<file path="config.mk">
export PLATFORM = sky130hd
export DESIGN_NAME = digit_blink_sequencer_flat
export DESIGN_NICKNAME = d
export VERILOG_FILES = /design/src/rtl/digit_blink_sequencer_pkg.sv /design/src/rtl/digit_blink_sequencer_if.sv /design/src/rtl/digit_blink_sequencer_tick_edge_detect.sv /design/src/rtl/digit_blink_sequencer.sv /design/src/flat_wrapper.sv
export SDC_FILE = /design/constraint.sdc
export NUM_CORES = 1
export LEC_CHECK = 0
export CAP_MARGIN = 20
export CORE_AREA = 2 2 56 52
export DETAILED_ROUTE_END_ITERATION = 7
export DIE_AREA = 0 0 58 54
export PLACE_DENSITY = 0.7
export SKIP_LAST_GASP = 1
export SYNTH_ARGS = -nofsm -noshare
export SYNTH_HDL_FRONTEND = slang
export SYNTH_SLANG_ARGS = --single-unit
</file>
<file path="constraint.sdc">
create_clock -name clock -period 2.1 [get_ports clock]
set_clock_uncertainty 0.05 [all_clocks]
set_input_delay 0.525 -clock clock [delete_from_list [all_inputs] [get_ports clock]]
set_output_delay 0.525 -clock clock [all_outputs]
set_load 0.01 [all_outputs]
</file>
<file path="src/rtl/digit_blink_sequencer_pkg.sv">
// Shared types and constants for the digit blink sequencer.
package digit_blink_sequencer_pkg;

  typedef enum logic [2:0] {
    S_IDLE = 3'd0,
    S_ARM  = 3'd1,
    S_SYNC = 3'd2,
    S_ON   = 3'd3,
    S_OFF  = 3'd4,
    S_GAP  = 3'd5,
    S_DONE = 3'd6
  } state_t;

  localparam int DIGIT_W_DEF     = 4;
  localparam int ZERO_BLINKS_DEF = 10;
  localparam int MAX_DIGIT       = 9;
  localparam int BLINK_W         = 4;

endpackage

</file>
<file path="src/rtl/digit_blink_sequencer_if.sv">
// Digit handshake, divider control and LED side of the blink sequencer.
interface digit_blink_sequencer_if
  import digit_blink_sequencer_pkg::*;
#(
  parameter int DIGIT_W = DIGIT_W_DEF
);
  logic               digit_valid;
  logic               digit_ready;
  logic [DIGIT_W-1:0] digit;
  logic               tick_in;
  logic               div_enable;
  logic               div_reset;
  logic               led;
  logic               busy;
  logic               done;
  logic               err;

  modport master (
    output digit_valid, digit, tick_in,
    input  digit_ready, div_enable, div_reset, led, busy, done, err
  );

  modport slave (
    input  digit_valid, digit, tick_in,
    output digit_ready, div_enable, div_reset, led, busy, done, err
  );
endinterface

</file>
<file path="src/rtl/digit_blink_sequencer_tick_edge_detect.sv">
// Turns every edge of the divider toggle into a one-cycle tick, with a
// short mask window that hides the divider's reset-forced high level.
module digit_blink_sequencer_tick_edge_detect (
  input  logic clock,
  input  logic reset,
  input  logic tick_in,
  input  logic arm_set,
  input  logic arm_clr,
  output logic tick
);
  logic tick_prev;
  logic arm_mask;

  always_ff @(posedge clock or negedge reset) begin
    if (!reset) begin
      tick_prev <= 1'b1;
      arm_mask  <= 1'b0;
    end else begin
      // Park at the divider's reset level so the forced 1 never reads as an edge.
      tick_prev <= arm_mask ? 1'b1 : tick_in;
      if (arm_set)      arm_mask <= 1'b1;
      else if (arm_clr) arm_mask <= 1'b0;
    end
  end

  assign tick = (tick_in ^ tick_prev) & ~arm_mask;
endmodule

</file>
<file path="src/rtl/digit_blink_sequencer.sv">
// Plays an accepted digit as a burst of LED blinks paced by the divider
// toggle, then a fixed dark gap and a done (and err for digits above 9).
module digit_blink_sequencer
  import digit_blink_sequencer_pkg::*;
#(
  parameter int DIGIT_W     = DIGIT_W_DEF,
  parameter int GAP_TICKS   = 4,
  parameter int ZERO_BLINKS = ZERO_BLINKS_DEF
) (
  input logic clock,
  input logic reset,
  digit_blink_sequencer_if.slave bus
);
  localparam int GAP_W = $clog2(GAP_TICKS + 1);

  state_t             state, state_n;
  logic [BLINK_W-1:0] blinks_left, blinks_n;
  logic [GAP_W-1:0]   gap_cnt, gap_n;
  logic               err_pending, errp_n;
  logic               led_q, led_n;
  logic               en_q, en_n;
  logic               drst_q, drst_n;
  logic               done_q, done_n;
  logic               err_q, err_n;
  logic               busy_q;
  logic               arm_set, arm_clr, tick;

  digit_blink_sequencer_tick_edge_detect u_tick (
    .clock   (clock),
    .reset   (reset),
    .tick_in (bus.tick_in),
    .arm_set (arm_set),
    .arm_clr (arm_clr),
    .tick    (tick)
  );

  always_ff @(posedge clock or negedge reset) begin
    if (!reset) begin
      state       <= S_IDLE;
      blinks_left <= '0;
      gap_cnt     <= '0;
      err_pending <= 1'b0;
      led_q       <= 1'b0;
      en_q        <= 1'b0;
      drst_q      <= 1'b0;
      done_q      <= 1'b0;
      err_q       <= 1'b0;
      busy_q      <= 1'b0;
    end else begin
      state       <= state_n;
      blinks_left <= blinks_n;
      gap_cnt     <= gap_n;
      err_pending <= errp_n;
      led_q       <= led_n;
      en_q        <= en_n;
      drst_q      <= drst_n;
      done_q      <= done_n;
      err_q       <= err_n;
      busy_q      <= (state_n != S_IDLE);
    end
  end

  always_comb begin
    state_n  = state;
    blinks_n = blinks_left;
    gap_n    = gap_cnt;
    errp_n   = err_pending;
    led_n    = led_q;
    en_n     = en_q;
    drst_n   = 1'b0;
    done_n   = 1'b0;
    err_n    = 1'b0;
    arm_set  = 1'b0;
    arm_clr  = 1'b0;
    case (state)
      S_IDLE: if (bus.digit_valid) begin
        blinks_n = (bus.digit == '0) ? BLINK_W'(ZERO_BLINKS) : BLINK_W'(bus.digit);
        if (int'(bus.digit) > MAX_DIGIT) begin
          errp_n  = 1'b1;
          state_n = S_DONE;
        end else begin
          state_n = S_ARM;
        end
      end
      S_ARM: begin
        drst_n  = 1'b1;
        en_n    = 1'b0;
        arm_set = 1'b1;
        state_n = S_SYNC;
      end
      S_SYNC: begin
        en_n    = 1'b1;
        arm_clr = 1'b1;
        if (tick) begin
          led_n   = 1'b1;
          state_n = S_ON;
        end
      end
      S_ON: if (tick) begin
        led_n = 1'b0;
        if (blinks_left == BLINK_W'(1)) begin
          gap_n   = GAP_W'(GAP_TICKS);
          state_n = S_GAP;
        end else begin
          blinks_n = blinks_left - 1'b1;
          state_n  = S_OFF;
        end
      end
      S_OFF: if (tick) begin
        led_n   = 1'b1;
        state_n = S_ON;
      end
      S_GAP: begin
        led_n = 1'b0;
        if (tick) begin
          gap_n = gap_cnt - 1'b1;
          if (gap_cnt == GAP_W'(1)) state_n = S_DONE;
        end
      end
      S_DONE: begin
        done_n  = 1'b1;
        err_n   = err_pending;
        en_n    = 1'b0;
        errp_n  = 1'b0;
        state_n = S_IDLE;
      end
      default: state_n = S_IDLE;
    endcase
  end

  assign bus.digit_ready = (state == S_IDLE);
  assign bus.div_enable  = en_q;
  assign bus.div_reset   = drst_q;
  assign bus.led         = led_q;
  assign bus.busy        = busy_q;
  assign bus.done        = done_q;
  assign bus.err         = err_q;
endmodule

</file>
<file path="src/flat_wrapper.sv">
// flat-port wrapper written by rule: the top's interface ports become plain ports
module digit_blink_sequencer_flat import digit_blink_sequencer_pkg::*;
#(
  parameter int DIGIT_W     = DIGIT_W_DEF,
  parameter int GAP_TICKS   = 4,
  parameter int ZERO_BLINKS = ZERO_BLINKS_DEF
)
  (clock, reset, bus_digit_valid, bus_digit, bus_tick_in, bus_digit_ready, bus_div_enable, bus_div_reset, bus_led, bus_busy, bus_done, bus_err);
  digit_blink_sequencer_if #(.DIGIT_W(DIGIT_W)) bus_i ();
  input logic clock;
  input logic reset;
  input wire logic [$bits(bus_i.digit_valid)-1:0] bus_digit_valid;
  input wire logic [$bits(bus_i.digit)-1:0] bus_digit;
  input wire logic [$bits(bus_i.tick_in)-1:0] bus_tick_in;
  output wire logic [$bits(bus_i.digit_ready)-1:0] bus_digit_ready;
  output wire logic [$bits(bus_i.div_enable)-1:0] bus_div_enable;
  output wire logic [$bits(bus_i.div_reset)-1:0] bus_div_reset;
  output wire logic [$bits(bus_i.led)-1:0] bus_led;
  output wire logic [$bits(bus_i.busy)-1:0] bus_busy;
  output wire logic [$bits(bus_i.done)-1:0] bus_done;
  output wire logic [$bits(bus_i.err)-1:0] bus_err;
  assign bus_i.digit_valid = bus_digit_valid;
  assign bus_i.digit = bus_digit;
  assign bus_i.tick_in = bus_tick_in;
  assign bus_digit_ready = bus_i.digit_ready;
  assign bus_div_enable = bus_i.div_enable;
  assign bus_div_reset = bus_i.div_reset;
  assign bus_led = bus_i.led;
  assign bus_busy = bus_i.busy;
  assign bus_done = bus_i.done;
  assign bus_err = bus_i.err;
  digit_blink_sequencer #(.DIGIT_W(DIGIT_W), .GAP_TICKS(GAP_TICKS), .ZERO_BLINKS(ZERO_BLINKS)) u_core (.clock(clock), .reset(reset), .bus(bus_i));
endmodule
</file>
==> flow_summary.json <==
{
  "clkTransAtPathRegs_ps": 110,
  "r2r-start": "u_core.blinks_left[1]",
  "root_buffer": "clkbuf_4",
  "yosysWarnings": 0,
  "dpl_cell_area_sq_mm": 0.001323,
  "tightest_slew_ps": 432.2,
  "async_flop_share": 1.000,
  "ys_seq_area_frac": 0.4062,
  "synth_edf_count": 0,
  "antenna_found_initial": 0,
  "status": "finished, final reports clean",
  "dr.pass1.iters": 4,
  "port_buffers": 14,
  "drc": 0,
  "hold_path_depth": 1,
  "worstSetupPathType": "register to output pin",
  "grt_overflow_total": 0,
  "cts_hold_buffers": 0,
  "worstPathRequired_ps": 1520,
  "grt_start_max_net_pins": 22,
  "design_area_sq_mm": 0.001354,
  "clock_sinks": 19,
  "vias": 922,
  "timing.reg2reg.setup_slack_ps": 380,
  "grt_pass1_wl_um": 3767,
  "critPathArrivalTime_ps": 1270,
  "rr_endpoint": "u_core.blinks_left[2]",
  "tns_ps": 0,
  "die_width_um": 58,
  "coreArea_sq_mm": 0.002613,
  "worst_hold_slack_ps": 439.0,
  "gp_congestion": 0.8215,
  "start_util": 0.4492,
  "relSlewSlack": 0.7106,
  "placementRows": 18,
  "drt_iter0_drc": 21,
  "ys_ff_latch": 19,
  "hp-start": "u_core.gap_cnt[1]",
  "utilization": 0.5182,
  "syn_nets": 130,
  "ant_nets": 0,
  "syn_area_sq_mm": 0.001174,
  "cts_inserted_buffers": 3,
  "synth_ff_type": "dfrtp_1",
  "rsz0062_at_grt": "false",
  "clk_latency_ps": 300,
  "fillCellCount": 239,
  "dieArea_sq_mm": 0.003132,
  "cp_max_fo": 3,
  "wl_per_cell_um": 13.74,
  "max_freq_ghz": 0.5423,
  "via_per_inst": 5.656,
  "min_to": "u_core.gap_cnt[1]",
  "slew_violations": 0,
  "total_power_mw": 1.861,
  "n_antenna_cell": 0,
  "cap_violations": 0,
  "worst_hold_path_type": "register to register",
  "cts_buffer_depth": 2,
  "htree_levels": 1,
  "synth_cells": 118,
  "irDropWorstVdd_mv": 0.7110,
  "end_kind": "output pin",
  "final-hold-violation-count": 0,
  "ioPinCount": 15,
  "timing.final.crit_share": 0.8782,
  "wl_um": 2240,
  "ff2ff_path_depth": 6,
  "syn_area_per_cell_sq_um": 9.946,
  "cp-start-kind": "register",
  "cellPowerDensity_mw_per_mm2": 1374,
  "grt_pass1_vias": 809,
  "yosysUniqueCellTypes": 45,
  "drive_above_1_share": 0.1504,
  "period_minus_slack_ps": 1844,
  "nets": 146,
  "cts_tree": "built",
  "finalSetupViolCount": 0,
  "total_leakage_power_nw": 0.5796,
  "globalRouteTotalUtil": 0.1606,
  "hpwl_um": 1649,
  "area_growth_pct": 15.35,
  "die_h_um": 54
}
==> how the worst max path moves through the flow <==
stage                                  to  slack (ps)  cells after the start                   from
after floorplan           u_core.state[0]         560                      5  u_core.blinks_left[0]
after global placement    u_core.state[1]         100                      5            bus_tick_in
after detailed placement  u_core.state[0]          50                      5            bus_tick_in
after CTS                         bus_led         250                      1         u_core.bus.led
after global routing              bus_led         210                      1         u_core.bus.led
final                     bus_digit_ready         260                      2        u_core.state[1]
==> worst max-delay path, cell delays in order, from the launching register on <==
cell and delay (ps):
dfrtp_1 430, nor3_4 240, dlygate4sd2_1 290
==> cell type report <==
class,count,area (sq um),area share
Multi-Input combinational cell,84,610.6,0.4510
Sequential cell,19,476.7,0.3521
Timing Repair Buffer,19,176.4,0.1303
Tap cell,30,37.54,0.02773
Clock buffer,4,26.28,0.01941
Inverter,7,26.28,0.01941
==> where the power goes <==
group / switching, mW / internal (mW) / leakage (nW)
Combinational: 0.523 / 0.480 / 0.332
Clock: 0.114 / 0.0740 / 0.0150
Sequential: 0.141 / 0.528 / 0.233
Total: 0.778 / 1.08 / 0.580
==> cell usage in the layout (no fill, tap or decap), drive strengths merged, types with 3 or more instances in the layout <==
cell and count:
ha 4, clkbuf 4, a21o 3, nor3 10
a21oi 5, o22ai 3, nand2 8, clkdlybuf4s50 13
inv 7, o21ai 11, dfrtp 18, nor2 4
buf 5, nand2b 6
==> state kept, by name, indices dropped and copies added (netlist names) <==
signal / count
u_core.blinks_left: 4
u_core.bus.busy: 1
u_core.bus.div_enable: 1
u_core.bus.div_reset: 1
u_core.bus.done: 1
u_core.bus.err: 1
u_core.bus.led: 1
u_core.err_pending: 1
u_core.gap_cnt: 3
u_core.state: 3
u_core.u_tick.arm_mask: 1
u_core.u_tick.tick_prev: 1
==> cells in the mapped netlist, drive strengths merged, types with 2 or more instances <==
| master | number | share of area |
|---|---|---|
| buf | 7 | 0.053 |
| nand2 | 8 | 0.026 |
| and2 | 2 | 0.011 |
| ha | 4 | 0.043 |
| o21ai | 11 | 0.047 |
| nand2b | 6 | 0.032 |
| a31oi | 2 | 0.011 |
| nor4 | 2 | 0.011 |
| a32oi | 2 | 0.015 |
| nor4b | 2 | 0.041 |
| a21oi | 5 | 0.021 |
| or2 | 2 | 0.011 |
| nand3b | 2 | 0.023 |
| dfrtp | 18 | 0.38 |
| nor3 | 10 | 0.051 |
| nor2 | 4 | 0.015 |
| or3b | 2 | 0.017 |
| inv | 7 | 0.022 |
| a21o | 3 | 0.019 |
| o22ai | 3 | 0.016 |
==> per-layer routing <==
metal,part of all wire,vias up,track usage
li1,-,456,-
met1,0.47,447,0.2217
met3,0.032,2,0.02163
met5,0,-,0
met4,0.0076,0,0.05814
met2,0.49,17,0.2595
==> logic make-up after synthesis <==
kind of cell,Yosys count,share of synthesized area
compound gates,35,0.1983
xor+xnor,1,0.01386
fa+ha+maj,4,0.04265
buf+inv,15,0.07888
flops,19,0.4062
simple gates,44,0.2602
==> through the flow <==
stage / worst slack, ps / cells
2_1_floorplan: 556.6 / 118
3_3_place_gp: 99.73 / 159
3_5_place_dp: 52.27 / 159
4_1_cts: 245.8 / 163
5_1_grt: 209.5 / 163
6_report: 255.9 / 163
==> timing repair <==
item,in CTS,in global routing
endpoints found under the hold margin,0,0
endpoints found under the setup margin,1,0
setup buffers,0,0
resized for setup,2,0
(Power assumes the default switching activity.)
